### config.mk
export PLATFORM = sky130hd
export DESIGN_NAME = uart_alu_interface
export DESIGN_NICKNAME = d
export VERILOG_FILES = /design/src/rtl/alu_pkg.sv /design/src/rtl/timeout_counter.sv /design/src/rtl/uart_alu_interface.sv
export SDC_FILE = /design/constraint.sdc
export NUM_CORES = 1
export LEC_CHECK = 0
export BUFFER_PORTS_ARGS = -buffer_cell sky130_fd_sc_hd__buf_2
export CORE_MARGIN = 5
export CORE_UTILIZATION = 30
export DETAILED_ROUTE_END_ITERATION = 8
export GPL_TIMING_DRIVEN = 0
export SETUP_SLACK_MARGIN = 0.15
export SYNTH_ARGS = -nofsm -noshare
export SYNTH_HDL_FRONTEND = slang
export SYNTH_SLANG_ARGS = --single-unit
### constraint.sdc
create_clock -name i_clk -period 5.35 [get_ports i_clk]
set_clock_uncertainty 0.15 [all_clocks]
set_input_delay 0.2675 -clock i_clk [delete_from_list [all_inputs] [get_ports i_clk]]
set_output_delay 0.2675 -clock i_clk [all_outputs]
set_load 0.005 [all_outputs]
### src/rtl/alu_pkg.sv
// Shared ALU definitions: opcode encodings, interface FSM states and
// status-byte bit positions. Used by the ALU, its UART interface and benches.
package alu_pkg;

    localparam int unsigned OP_W = 6;

    localparam logic [OP_W-1:0] OP_ADD = 6'b100000;
    localparam logic [OP_W-1:0] OP_SUB = 6'b100010;
    localparam logic [OP_W-1:0] OP_AND = 6'b100100;
    localparam logic [OP_W-1:0] OP_OR  = 6'b100101;
    localparam logic [OP_W-1:0] OP_XOR = 6'b100110;
    localparam logic [OP_W-1:0] OP_NOR = 6'b100111;
    localparam logic [OP_W-1:0] OP_SRA = 6'b000011;
    localparam logic [OP_W-1:0] OP_SRL = 6'b000010;

    // Bit positions inside the status reply byte
    localparam int unsigned STAT_OVF = 0;
    localparam int unsigned STAT_INV = 1;

    typedef enum logic [2:0] {
        ST_WAIT_A      = 3'd0,
        ST_WAIT_B      = 3'd1,
        ST_WAIT_OP     = 3'd2,
        ST_EXEC        = 3'd3,
        ST_WAIT_TX_RES = 3'd4,
        ST_WAIT_TX_ST  = 3'd5
    } state_t;

    // True when the opcode is one the ALU implements
    function automatic logic is_valid_op(input logic [OP_W-1:0] op);
        logic valid;
        valid = 1'b0;
        case (op)
            OP_ADD, OP_SUB, OP_AND, OP_OR,
            OP_XOR, OP_NOR, OP_SRA, OP_SRL: valid = 1'b1;
            default:                        valid = 1'b0;
        endcase
        return valid;
    endfunction

endpackage

### src/rtl/timeout_counter.sv
// Inter-byte idle timer.
// Ports: i_clk, i_rst_n (async active-low), i_clear (restart count),
//        i_en (count while high, held at zero while low),
//        o_expired (count has reached TIMEOUT_CYC-1 while enabled).
module timeout_counter
#(
    parameter int unsigned TIMEOUT_CYC = 1048576
)
(
    input  logic i_clk,
    input  logic i_rst_n,
    input  logic i_clear,
    input  logic i_en,
    output logic o_expired
);

    localparam int unsigned CNT_W = (TIMEOUT_CYC > 1) ? $clog2(TIMEOUT_CYC) : 1;
    localparam logic [CNT_W-1:0] CNT_LAST = CNT_W'(TIMEOUT_CYC - 1);

    logic [CNT_W-1:0] cnt_q;

    // Saturate at the last value so the count never wraps before the FSM leaves
    always_ff @(posedge i_clk or negedge i_rst_n) begin
        if (!i_rst_n) begin
            cnt_q <= '0;
        end else if (i_clear || !i_en) begin
            cnt_q <= '0;
        end else if (cnt_q != CNT_LAST) begin
            cnt_q <= cnt_q + 1'b1;
        end
    end

    assign o_expired = i_en && (cnt_q == CNT_LAST);

endmodule

### src/rtl/uart_alu_interface.sv
// Control stage between UART RX/TX and a combinational ALU.
// Receives operand A, operand B and opcode bytes, presents them as
// registered ALU inputs, then returns the result byte and a status byte
// ({0.., invalid_op, overflow}) over UART TX. A stalled frame is dropped
// after TIMEOUT_CYC idle cycles between bytes.
// Ports:
//   i_clk, i_rst_n            clock, async active-low reset
//   i_rx_data, i_rx_done      received byte and its one-cycle strobe
//   i_tx_done                 TX finished the current byte
//   i_alu_result/overflow     combinational ALU outputs
//   o_alu_dataA/B, o_alu_op   registered ALU inputs
//   o_tx_data, o_tx_start     byte to transmit and its one-cycle request
//   o_busy                    frame is executing or being transmitted
module uart_alu_interface
    import alu_pkg::*;
#(
    parameter int unsigned NB_DATA     = 8,
    parameter int unsigned NB_OP       = 6,
    parameter int unsigned TIMEOUT_CYC = 1048576
)
(
    input  logic               i_clk,
    input  logic               i_rst_n,
    input  logic [NB_DATA-1:0] i_rx_data,
    input  logic               i_rx_done,
    input  logic               i_tx_done,
    input  logic [NB_DATA-1:0] i_alu_result,
    input  logic               i_alu_overflow,
    output logic [NB_DATA-1:0] o_alu_dataA,
    output logic [NB_DATA-1:0] o_alu_dataB,
    output logic [NB_OP-1:0]   o_alu_op,
    output logic [NB_DATA-1:0] o_tx_data,
    output logic               o_tx_start,
    output logic               o_busy
);

    state_t state_q;
    state_t state_d;

    logic               load_a_c;
    logic               load_b_c;
    logic               load_op_c;
    logic               load_res_c;
    logic               load_st_c;
    logic               cnt_en_c;
    logic               cnt_clr_c;
    logic               expired_c;
    logic               invalid_op_c;
    logic               busy_d_c;
    logic [NB_DATA-1:0] status_d_c;
    logic [NB_DATA-1:0] status_q;

    timeout_counter #(
        .TIMEOUT_CYC (TIMEOUT_CYC)
    ) u_timeout (
        .i_clk     (i_clk),
        .i_rst_n   (i_rst_n),
        .i_clear   (cnt_clr_c),
        .i_en      (cnt_en_c),
        .o_expired (expired_c)
    );

    // State register
    always_ff @(posedge i_clk or negedge i_rst_n) begin
        if (!i_rst_n) begin
            state_q <= ST_WAIT_A;
        end else begin
            state_q <= state_d;
        end
    end

    // Next state; an rx byte arriving on the expiry cycle takes priority
    always_comb begin
        state_d = state_q;
        case (state_q)
            ST_WAIT_A: begin
                if (i_rx_done) state_d = ST_WAIT_B;
            end
            ST_WAIT_B: begin
                if (i_rx_done)      state_d = ST_WAIT_OP;
                else if (expired_c) state_d = ST_WAIT_A;
            end
            ST_WAIT_OP: begin
                if (i_rx_done)      state_d = ST_EXEC;
                else if (expired_c) state_d = ST_WAIT_A;
            end
            ST_EXEC: begin
                state_d = ST_WAIT_TX_RES;
            end
            ST_WAIT_TX_RES: begin
                if (i_tx_done) state_d = ST_WAIT_TX_ST;
            end
            ST_WAIT_TX_ST: begin
                if (i_tx_done) state_d = ST_WAIT_A;
            end
            default: begin
                state_d = ST_WAIT_A;
            end
        endcase
    end

    // Load strobes and timer control; rx bytes in busy states are simply dropped
    always_comb begin
        load_a_c   = 1'b0;
        load_b_c   = 1'b0;
        load_op_c  = 1'b0;
        load_res_c = 1'b0;
        load_st_c  = 1'b0;
        cnt_en_c   = 1'b0;
        cnt_clr_c  = 1'b0;
        case (state_q)
            ST_WAIT_A: begin
                load_a_c = i_rx_done;
            end
            ST_WAIT_B: begin
                load_b_c  = i_rx_done;
                cnt_en_c  = 1'b1;
                cnt_clr_c = i_rx_done;
            end
            ST_WAIT_OP: begin
                load_op_c = i_rx_done;
                cnt_en_c  = 1'b1;
                cnt_clr_c = i_rx_done;
            end
            ST_EXEC: begin
                load_res_c = 1'b1;
            end
            ST_WAIT_TX_RES: begin
                load_st_c = i_tx_done;
            end
            default: begin
                load_a_c = 1'b0;
            end
        endcase
    end

    // Status byte and busy flag for the upcoming cycle
    always_comb begin
        invalid_op_c         = !is_valid_op(OP_W'(o_alu_op));
        status_d_c           = '0;
        status_d_c[STAT_OVF] = i_alu_overflow;
        status_d_c[STAT_INV] = invalid_op_c;
        busy_d_c             = (state_d == ST_EXEC) ||
                               (state_d == ST_WAIT_TX_RES) ||
                               (state_d == ST_WAIT_TX_ST);
    end

    // ALU input registers only move on their own load events
    always_ff @(posedge i_clk or negedge i_rst_n) begin
        if (!i_rst_n) begin
            o_alu_dataA <= '0;
            o_alu_dataB <= '0;
            o_alu_op    <= '0;
        end else begin
            if (load_a_c)  o_alu_dataA <= i_rx_data;
            if (load_b_c)  o_alu_dataB <= i_rx_data;
            if (load_op_c) o_alu_op    <= i_rx_data[NB_OP-1:0];
        end
    end

    // TX path: result (masked on invalid opcode) first, then the status byte
    always_ff @(posedge i_clk or negedge i_rst_n) begin
        if (!i_rst_n) begin
            o_tx_data  <= '0;
            o_tx_start <= 1'b0;
            o_busy     <= 1'b0;
            status_q   <= '0;
        end else begin
            o_tx_start <= load_res_c || load_st_c;
            o_busy     <= busy_d_c;
            if (load_res_c) begin
                status_q  <= status_d_c;
                o_tx_data <= invalid_op_c ? '0 : i_alu_result;
            end else if (load_st_c) begin
                o_tx_data <= status_q;
            end
        end
    end

endmodule

==> metrics.csv, run 1 <==
metric,value,unit
finalNetCount,332,
setup.worst_path.end_class,register,
grt_pass1_wl,10600,µm
antenna_found_initial,0,
area_growth_syn_to_layout,25.4,%
clk_pin_slew,0.07,ns
detailroute.via_count,2120,
cp_cell_sequence,"ha_1, nand3_1, nor4_2, buf_4, and4bb_2, nor3_1",
post_drt_via_cell_ratio,5.01,
io_buffers,52,
crit_slowest_cell,nor4_2,
yosysTopAreaCellShare,52.6,%
max-vdd-ir-drop,0.173,mV
yosysTopAreaCell,dfrtp_1,
syn_area,2710,µm²
ys_warn_count,0,
worstPathMaxFanout,10,
final_max_slew_viol_count,0,
rrSetupSlack,3.15,ns
ios,53,
root_buffer,clkbuf_8,
worstSetupPathType,register to register,
cts_buffers,9,
hp-class,input pin to register,
tightest_slew,0.757,ns
setup_tns,0,ns
clock_path_buffers,2,
avgSynthCellArea,11.3,µm²
n_antenna_cell,0,
pwr_density_cell,469,nW/µm²
totalWireLength,6270,µm
cts_sinks,57,
dp_hpwl,4330,µm
gp_congestion,0.768,
synth-async-reset-ratio,100,%
cpLargestDelayFamily,simple AND/OR/NAND/NOR gates,
cts_tree,done,
fmax,0.455,GHz
first_iter_violations,99,
place_ws,3.22,ns
grt_max_degree,58,
rows,34,
drt_first_pass_iters,4,
synth_flop_cell,dfrtp_1,
synthDistinctLibCells,49,
synth-edff-count,0,
max_slew_margin,49.3,%
max_cap_viol_count,0,
ant_nets,0,
cp.required,5.42,ns
grt_usage,11.8,%
start_util,31.0,%
die_w,105,µm
cp_slowest_stage_delay,0.52,ns
post-route-period-util,41.1,%
cp.buffers_inverters,1,
core-area,8760,µm²
wl_per_cell,14.8,µm
ys_seq_area_share,52.6,%
drive_above_1_share,35.6,%
grt_overflow,0,
rsz0062_at_grt,no,
worstPathArrival,2.27,ns
setup_viol,0,
first_global_vias,2146,
synth_fp_nets,261,
cts_max_level,3,
cts_resized,0,
min_period,2.20,ns
finalWorstSetupSlack,3.15,ns
syn_inst,239,
synth-seq-cells,57,
drc,0,
fp.dieArea,11000,µm²
status,"complete, no violations",
clock_latency,0.34,ns
leakage,1.48,nW
ys_top_cells_by_area,"dfrtp_1 (53%), mux2_2 (10%), nand2_1 (2.9%), a21oi_1 (2.6%), a22o_1 (1.9%)",
die_h,105,µm
cp-start-kind,register,
hold_viol_final,0,
cell usage after synthesis (2+ instances only):
| master | number |
|---|---|
| nand3_1 | 8 |
| dfrtp_1 | 57 |
| o31ai_1 | 5 |
| and4_1 | 4 |
| nand2b_1 | 3 |
| and3_1 | 2 |
| a21oi_1 | 14 |
| mux2_2 | 24 |
| inv_1 | 4 |
| or4_1 | 3 |
| or2_2 | 3 |
| mux2i_1 | 2 |
| or3_1 | 3 |
| nand2_1 | 21 |
| nor3_1 | 7 |
| buf_6 | 4 |
| buf_4 | 3 |
| o21ai_0 | 10 |
| nand4_1 | 7 |
| a211oi_1 | 5 |
| nor3_2 | 2 |
| nor2_1 | 10 |
| a2111o_1 | 4 |
| a31oi_1 | 4 |
| a22o_1 | 6 |
state kept, by name (all words and copies together), names as in the netlist:
signal / count
state_q: 3
o_alu_dataA: 8
o_busy: 1
u_timeout.cnt_q: 20
o_alu_op: 6
o_tx_data: 8
status_q: 2
o_tx_start: 1
o_alu_dataB: 8
report_power, final:
part	switching (mW)	leakage, nW	total (mW)	internal, mW
clock	0.176	0.0995	0.438	0.262
sequential	0.0727	0.730	0.643	0.570
combinational	0.243	0.650	0.514	0.271
repair_timing:
item / CTS / global route
endpoints found under the hold margin: 7 / 57
buffers inserted: 0 / 0
hold buffers: 7 / 1
layout by cell type (no fill, tap or decap), drive strengths merged, types with 5 or more instances in the layout:
cell and count:
buf 60, dfrtp 57, mux2 24, nand2 21
a21oi 14, clkbuf 12, o21ai 10, nor2 10
nor3 9, nand3 8, dlygate4sd3 8, nand4 7
a22o 6, o31ai 5, a211oi 5, and4 5
a31oi 5
metal layers:
| metal | GRT usage (%) | routed length (µm) | up-vias |
|---|---|---|---|
| met1 | 15.2 | 2950 | 1035 |
| met5 | 0 | 0 | - |
| li1 | - | - | 1039 |
| met3 | 3.39 | 247 | 7 |
| met2 | 18.4 | 2980 | 39 |
| met4 | 4.93 | 95 | 0 |
stage by stage:
stage	utilization [%]	hold slack (ns)	instance area [µm²]	power (mW)	std cells
after detailed placement	35.5	0.317	3110	1.17	399
after CTS	38.7	0.0112	3390	1.62	422
after global placement	35.5	0.297	3110	1.16	399
after floorplan	-	-0.178	2710	0.956	239
final	38.8	0.0260	3400	1.60	423
after global routing	38.8	0.0131	3400	1.70	423
layout make-up:
cell class / instances / area, µm²
plain buffers: 9 / 76.3
clock buffers: 11 / 131
clock inverters: 5 / 80.1
fillers: 861 / 5360
inverters: 4 / 15.0
multi-input cells: 169 / 1190
flip-flops and latches: 57 / 1430
well taps: 108 / 135
repair buffers: 60 / 343
kinds of logic after synthesis:
logic type                 Yosys count  share of synthesized area, %
and+or+nand+nor                     86                          18.5
DFF                                 57                          52.6
AOI/OAI and AO/OA                   54                          13.8
muxes                               26                          10.7
buffers and inverters               13                          3.37
xor gates and xnor gates             2                         0.646
adders and majority gates            1                         0.461
path summary, 6_finish.rpt:
kind                                                   end  depth (start not counted)                           start
setup / recovery           u_timeout.cnt_q[18]$_DFFE_PN0P_                          6  u_timeout.cnt_q[0]$_DFFE_PN0P_
hold / removal                  o_alu_dataA[7]$_DFFE_PN0P_                          2                    i_rx_data[7]
setup reg to reg           u_timeout.cnt_q[18]$_DFFE_PN0P_                          6  u_timeout.cnt_q[0]$_DFFE_PN0P_
hold reg to reg                    status_q[0]$_DFFE_PN0P_                          2         status_q[0]$_DFFE_PN0P_
max in group asynchronous  u_timeout.cnt_q[10]$_DFFE_PN0P_                          2                         i_rst_n
min in group asynchronous       o_alu_dataB[2]$_DFFE_PN0P_                          2                         i_rst_n
Power figures use the tool's default switching activity.
==> run 2, diff against run 1 <==
Clock period 5.35 ns to 2.1 ns, I/O delays scaled along.
==> metrics.csv, run 2 (synthesized netlist as in run 1, its figures left out) <==
metric,value,unit
clock_latency,0.34,ns
setup.worst_path.end_class,register,
grt_usage,11.9,%
max-vdd-ir-drop,0.441,mV
die_w,105,µm
gp_congestion,0.768,
cts_sinks,57,
status,"complete, but fails checks",
clk_pin_slew,0.07,ns
leakage,1.55,nW
core-area,8760,µm²
top_register,u_timeout.cnt_q,
finalNetCount,344,
final_cell_mix,"dfrtp_1 (55), buf_2 (52), mux2_2 (24)",
drt_first_pass_iters,4,
fin_util,40.5,%
totalWireLength,6400,µm
clock_path_buffers,2,
max_cap_viol_count,0,
crit_start,state_q[2]$_DFF_PN0_,
cp-start-kind,register,
holdPathStages,2,
antenna_found_initial,0,
final_common_cell,dfrtp_1,
worstPathMaxFanout,8,
stdcell_area,3550,µm²
final_max_slew_viol_count,0,
grt_pass1_wl,10800,µm
tightest_slew,0.759,ns
start_util,31.0,%
drive_above_1_share,36.7,%
hold_viol_final,3,
root_buffer,clkbuf_8,
r2r-end,o_alu_dataB[5]$_DFFE_PN0P_,
cp.required,2.17,ns
whs,-0.120,ns
reg2reg_depth,3,
worst_hold_path.endpoint,o_alu_op[5]$_DFFE_PN0P_,
min_period,1.98,ns
setup_viol,0,
n_antenna_cell,0,
cp.buffers_inverters,0,
rsz0062_at_grt,yes,
area_growth_syn_to_layout,31.0,%
worstSetupPathType,register to register,
rrSetupSlack,0.12,ns
crit_slowest_cell,nor3_2,
cp_num_cells,3,
worstPathArrival,2.05,ns
largest_reg_flops,20,
cp_cell_sequence,"nand2b_1, nor3_2, mux2_2",
cp_slowest_stage_delay,0.61,ns
hp-class,input pin to register,
pwr_density_cell,1150,nW/µm²
ios,53,
dp_hpwl,4330,µm
rr_startpoint,state_q[2]$_DFF_PN0_,
io_buffers,52,
first_global_vias,2198,
fmax,0.504,GHz
rows,34,
max_slew_margin,49.1,%
hold_buffers,17,
cts_buffers,9,
detailroute.via_count,2185,
drc,0,
hp-start,i_rx_data[5],
post-route-period-util,94.5,%
fp.dieArea,11000,µm²
first_iter_violations,121,
ant_nets,0,
dpl_cell_area,3110,µm²
cts_tree,done,
grt_overflow,0,
violations,negative hold slack,
wl_per_cell,14.7,µm
die_h,105,µm
fillers,854,
cts_max_level,3,
grt_max_degree,58,
post_drt_via_cell_ratio,5.02,
setup_tns,0,ns
cpLargestDelayFamily,simple AND/OR/NAND/NOR gates,
==> run 2: cell count changes in the layout (fill, tap and decap cells not counted), moves of 2 or more <==
| cell | delta |
|---|---|
| buf_4 | +2 |
| dfrtp_1 | -2 |
| dfrtp_2 | +2 |
| dlygate4sd3_1 | +9 |
==> run 2: worst max path at each step <==
stage                                                 end  slack (ns)
final                          o_alu_dataB[5]$_DFFE_PN0P_        0.12
after global routing           o_alu_dataB[5]$_DFFE_PN0P_        0.03
after CTS                      o_alu_dataB[5]$_DFFE_PN0P_        0.11
after detailed placement  u_timeout.cnt_q[18]$_DFFE_PN0P_       -0.03
after global placement    u_timeout.cnt_q[18]$_DFFE_PN0P_        0.01
after floorplan           u_timeout.cnt_q[18]$_DFFE_PN0P_        0.26
==> run 2: layer usage <==
metal	part of all wire, %	track usage, %	up-vias
met4	1.5	4.93	0
li1	-	-	1068
met2	48	19.0	52
met5	0	0	-
met3	4.6	3.45	7
met1	46	15.2	1058
==> run 2: timing repair <==
| action | in CTS | in global routing |
|---|---|---|
| endpoints found under the hold margin | 89 | 3 |
| cloned | 0 | 1 |
| pin swaps | 1 | 2 |
| setup buffers | 0 | 2 |
| setup endpoints to repair | 24 | 29 |
| gates resized for setup | 1 | 9 |
==> run 2: metrics by stage <==
stage	worst slack, ns	cells	hold slack (ns)	power (mW)
after floorplan	0.263	239	-0.341	2.44
after global placement	0.0148	399	0.162	2.94
after detailed placement	-0.0282	399	0.172	2.98
after CTS	0.113	432	-0.133	4.15
after global routing	0.0281	435	-0.138	4.37
final	0.116	435	-0.120	4.09
==> run 2: final cells by class <==
| type | instances | area, µm² | share of cell area, % |
|---|---|---|---|
| plain buffers | 9 | 80.1 | 2.25 |
| clock inverters | 5 | 80.1 | 2.25 |
| multi-input cells | 169 | 1230 | 34.5 |
| clock buffers | 11 | 131 | 3.70 |
| well taps | 108 | 135 | 3.80 |
| flip-flops and latches | 57 | 1430 | 40.2 |
| repair buffers | 72 | 455 | 12.8 |
| inverters | 4 | 15.0 | 0.423 |
==> run 2: where the power goes <==
part	leakage [nW]	total [mW]	switching (mW)	internal (mW)
registers	0.727	1.64	0.190	1.45
clock network	0.0995	1.12	0.449	0.667
logic	0.720	1.33	0.624	0.707
==> run 3, diff against run 2 <==
Settings changed: REMOVE_ABC_BUFFERS from default to 1.
==> metrics.csv, run 3 (synthesized netlist as in run 1, its figures left out) <==
metric,value,unit
status,"complete, no violations",
cp.required,2.17,ns
power.internal,2.96,mW
finalNetCount,336,
ios,53,
max-vdd-ir-drop,0.484,mV
grt_pass1_wl,11200,µm
n_antenna_cell,0,
rsz0062_at_grt,yes,
final_max_slew_viol_count,0,
start_util,31.0,%
power_frac_clock,29.5,%
dp_hpwl,4160,µm
drc,0,
worstSetupPathType,register to register,
max_slew_margin,50.7,%
detailroute.via_count,2182,
cts_buffers,9,
clock_latency,0.34,ns
core-area,8760,µm²
max_cap_viol_count,0,
post-route-period-util,89.8,%
wl_per_cell,14.9,µm
totalWireLength,6370,µm
die_w,105,µm
worstPathMaxFanout,8,
final_cell_mix,"dfrtp_1 (55), buf_2 (51), mux2_2 (24)",
fp.dieArea,11000,µm²
drt_first_pass_iters,4,
antenna_found_initial,0,
io_buffers,52,
post_drt_via_cell_ratio,5.11,
multi_input_area,1270,µm²
drive_above_1_share,38.2,%
highest_layer,met4,
wl_met2,3090,µm
pwr_density_cell,1190,nW/µm²
seq_area,1430,µm²
top_register,u_timeout.cnt_q,
setup_tns,0,ns
stdcell_area,3550,µm²
min_period,1.89,ns
wl_met3,288,µm
fillers,834,
final_common_cell,dfrtp_1,
seqPwrFrac,40.3,%
leakage,1.53,nW
cp-start-kind,register,
power,4.23,mW
grt_max_degree,58,
tightest_slew,0.740,ns
grt_overflow,0,
setup_viol,0,
first_global_vias,2232,
cts_sinks,57,
combPwrFrac,30.2,%
clk_pin_slew,0.07,ns
ant_nets,0,
wl_met1,2920,µm
hp-class,input pin to register,
first_iter_violations,109,
grt_usage,12.4,%
fmax,0.530,GHz
gp_congestion,0.823,
largest_reg_flops,20,
clock_path_buffers,2,
root_buffer,clkbuf_8,
switchingPower,1.28,mW
dp.cells,390,
hold_viol_final,0,
die_h,105,µm
dpl_cell_area,3030,µm²
p_sw_share,30.2,%
cts_tree,done,
layout.cells.non_filler,427,
rows,34,
area_growth_syn_to_layout,31.0,%
cts_max_level,3,
setup.worst_path.end_class,register,
worstPathArrival,1.95,ns
run 3: cell types whose count changed in the layout (fill, tap and decap cells not counted), sizes merged:
cell,delta
bufinv,+1
dlygate4sd3,+1
buf,-8
clkinvlp,-1
clkbuf,-1
run 3: layout make-up:
type	count	area share [%]
sequential	57	40.2
clock buffer	11	3.98
timing repair buffer	73	13.1
clock inverter	5	2.89
tap	108	3.80
inverter	4	0.422
multi-input combinational	169	35.6
run 3: power by group through the flow:
stage	logic [mW]	registers, mW	clock network [mW]
global route	1.42	1.76	1.35
global placement	1.19	1.69	0
detailed placement	1.21	1.71	0
finish	1.28	1.70	1.25
floorplan	0.662	1.71	0
CTS	1.25	1.70	1.30
run 3: worst paths after layout:
check | start | end | slack [ns] | depth (start not counted)
setup / recovery | state_q[2]$_DFF_PN0_ | o_alu_dataA[3]$_DFFE_PN0P_ | 0.21 | 3
hold / removal | i_alu_result[1] | o_tx_data[1]$_DFFE_PN0P_ | 0.07 | 4
setup reg to reg | state_q[2]$_DFF_PN0_ | o_alu_dataA[3]$_DFFE_PN0P_ | 0.21 | 3
hold reg to reg | status_q[0]$_DFFE_PN0P_ | status_q[0]$_DFFE_PN0P_ | 0.31 | 2
max in group asynchronous | i_rst_n | state_q[0]$_DFF_PN0_ | 1.05 | 2
min in group asynchronous | i_rst_n | u_timeout.cnt_q[7]$_DFFE_PN0P_ | 0.22 | 2
run 3: worst max-delay path, cell delays in order, from the launching register on:
cell,delay (ns)
dfrtp_1,0.43
nand2b_1,0.31
nor3_4,0.48
mux2_2,0.40
run 3: metal layers:
| layer | global-route usage (%) | vias to the layer above |
|---|---|---|
| met5 | 0 | - |
| met2 | 19.6 | 43 |
| met1 | 15.8 | 1079 |
| met3 | 4.56 | 4 |
| li1 | - | 1056 |
| met4 | 3.84 | 0 |
run 3: metrics by stage:
stage / util, % / setup slack [ns] / hold WS, ns
after floorplan: - / 0.0142 / -0.341
after global placement: 34.6 / -0.399 / 0.168
after detailed placement: 34.6 / -0.410 / 0.168
after CTS: 39.9 / 0.152 / 0.0536
after global routing: 40.6 / 0.121 / 0.0893
final: 40.6 / 0.215 / 0.0734
run 3: repair_timing:
action                                  in CTS  in global routing
pin swaps                                    1                  0
hold buffers                                18                  0
hold endpoints to repair                    89                  0
resized for setup                            8                 15
setup buffers                                2                  1
endpoints found under the setup margin      34                 29
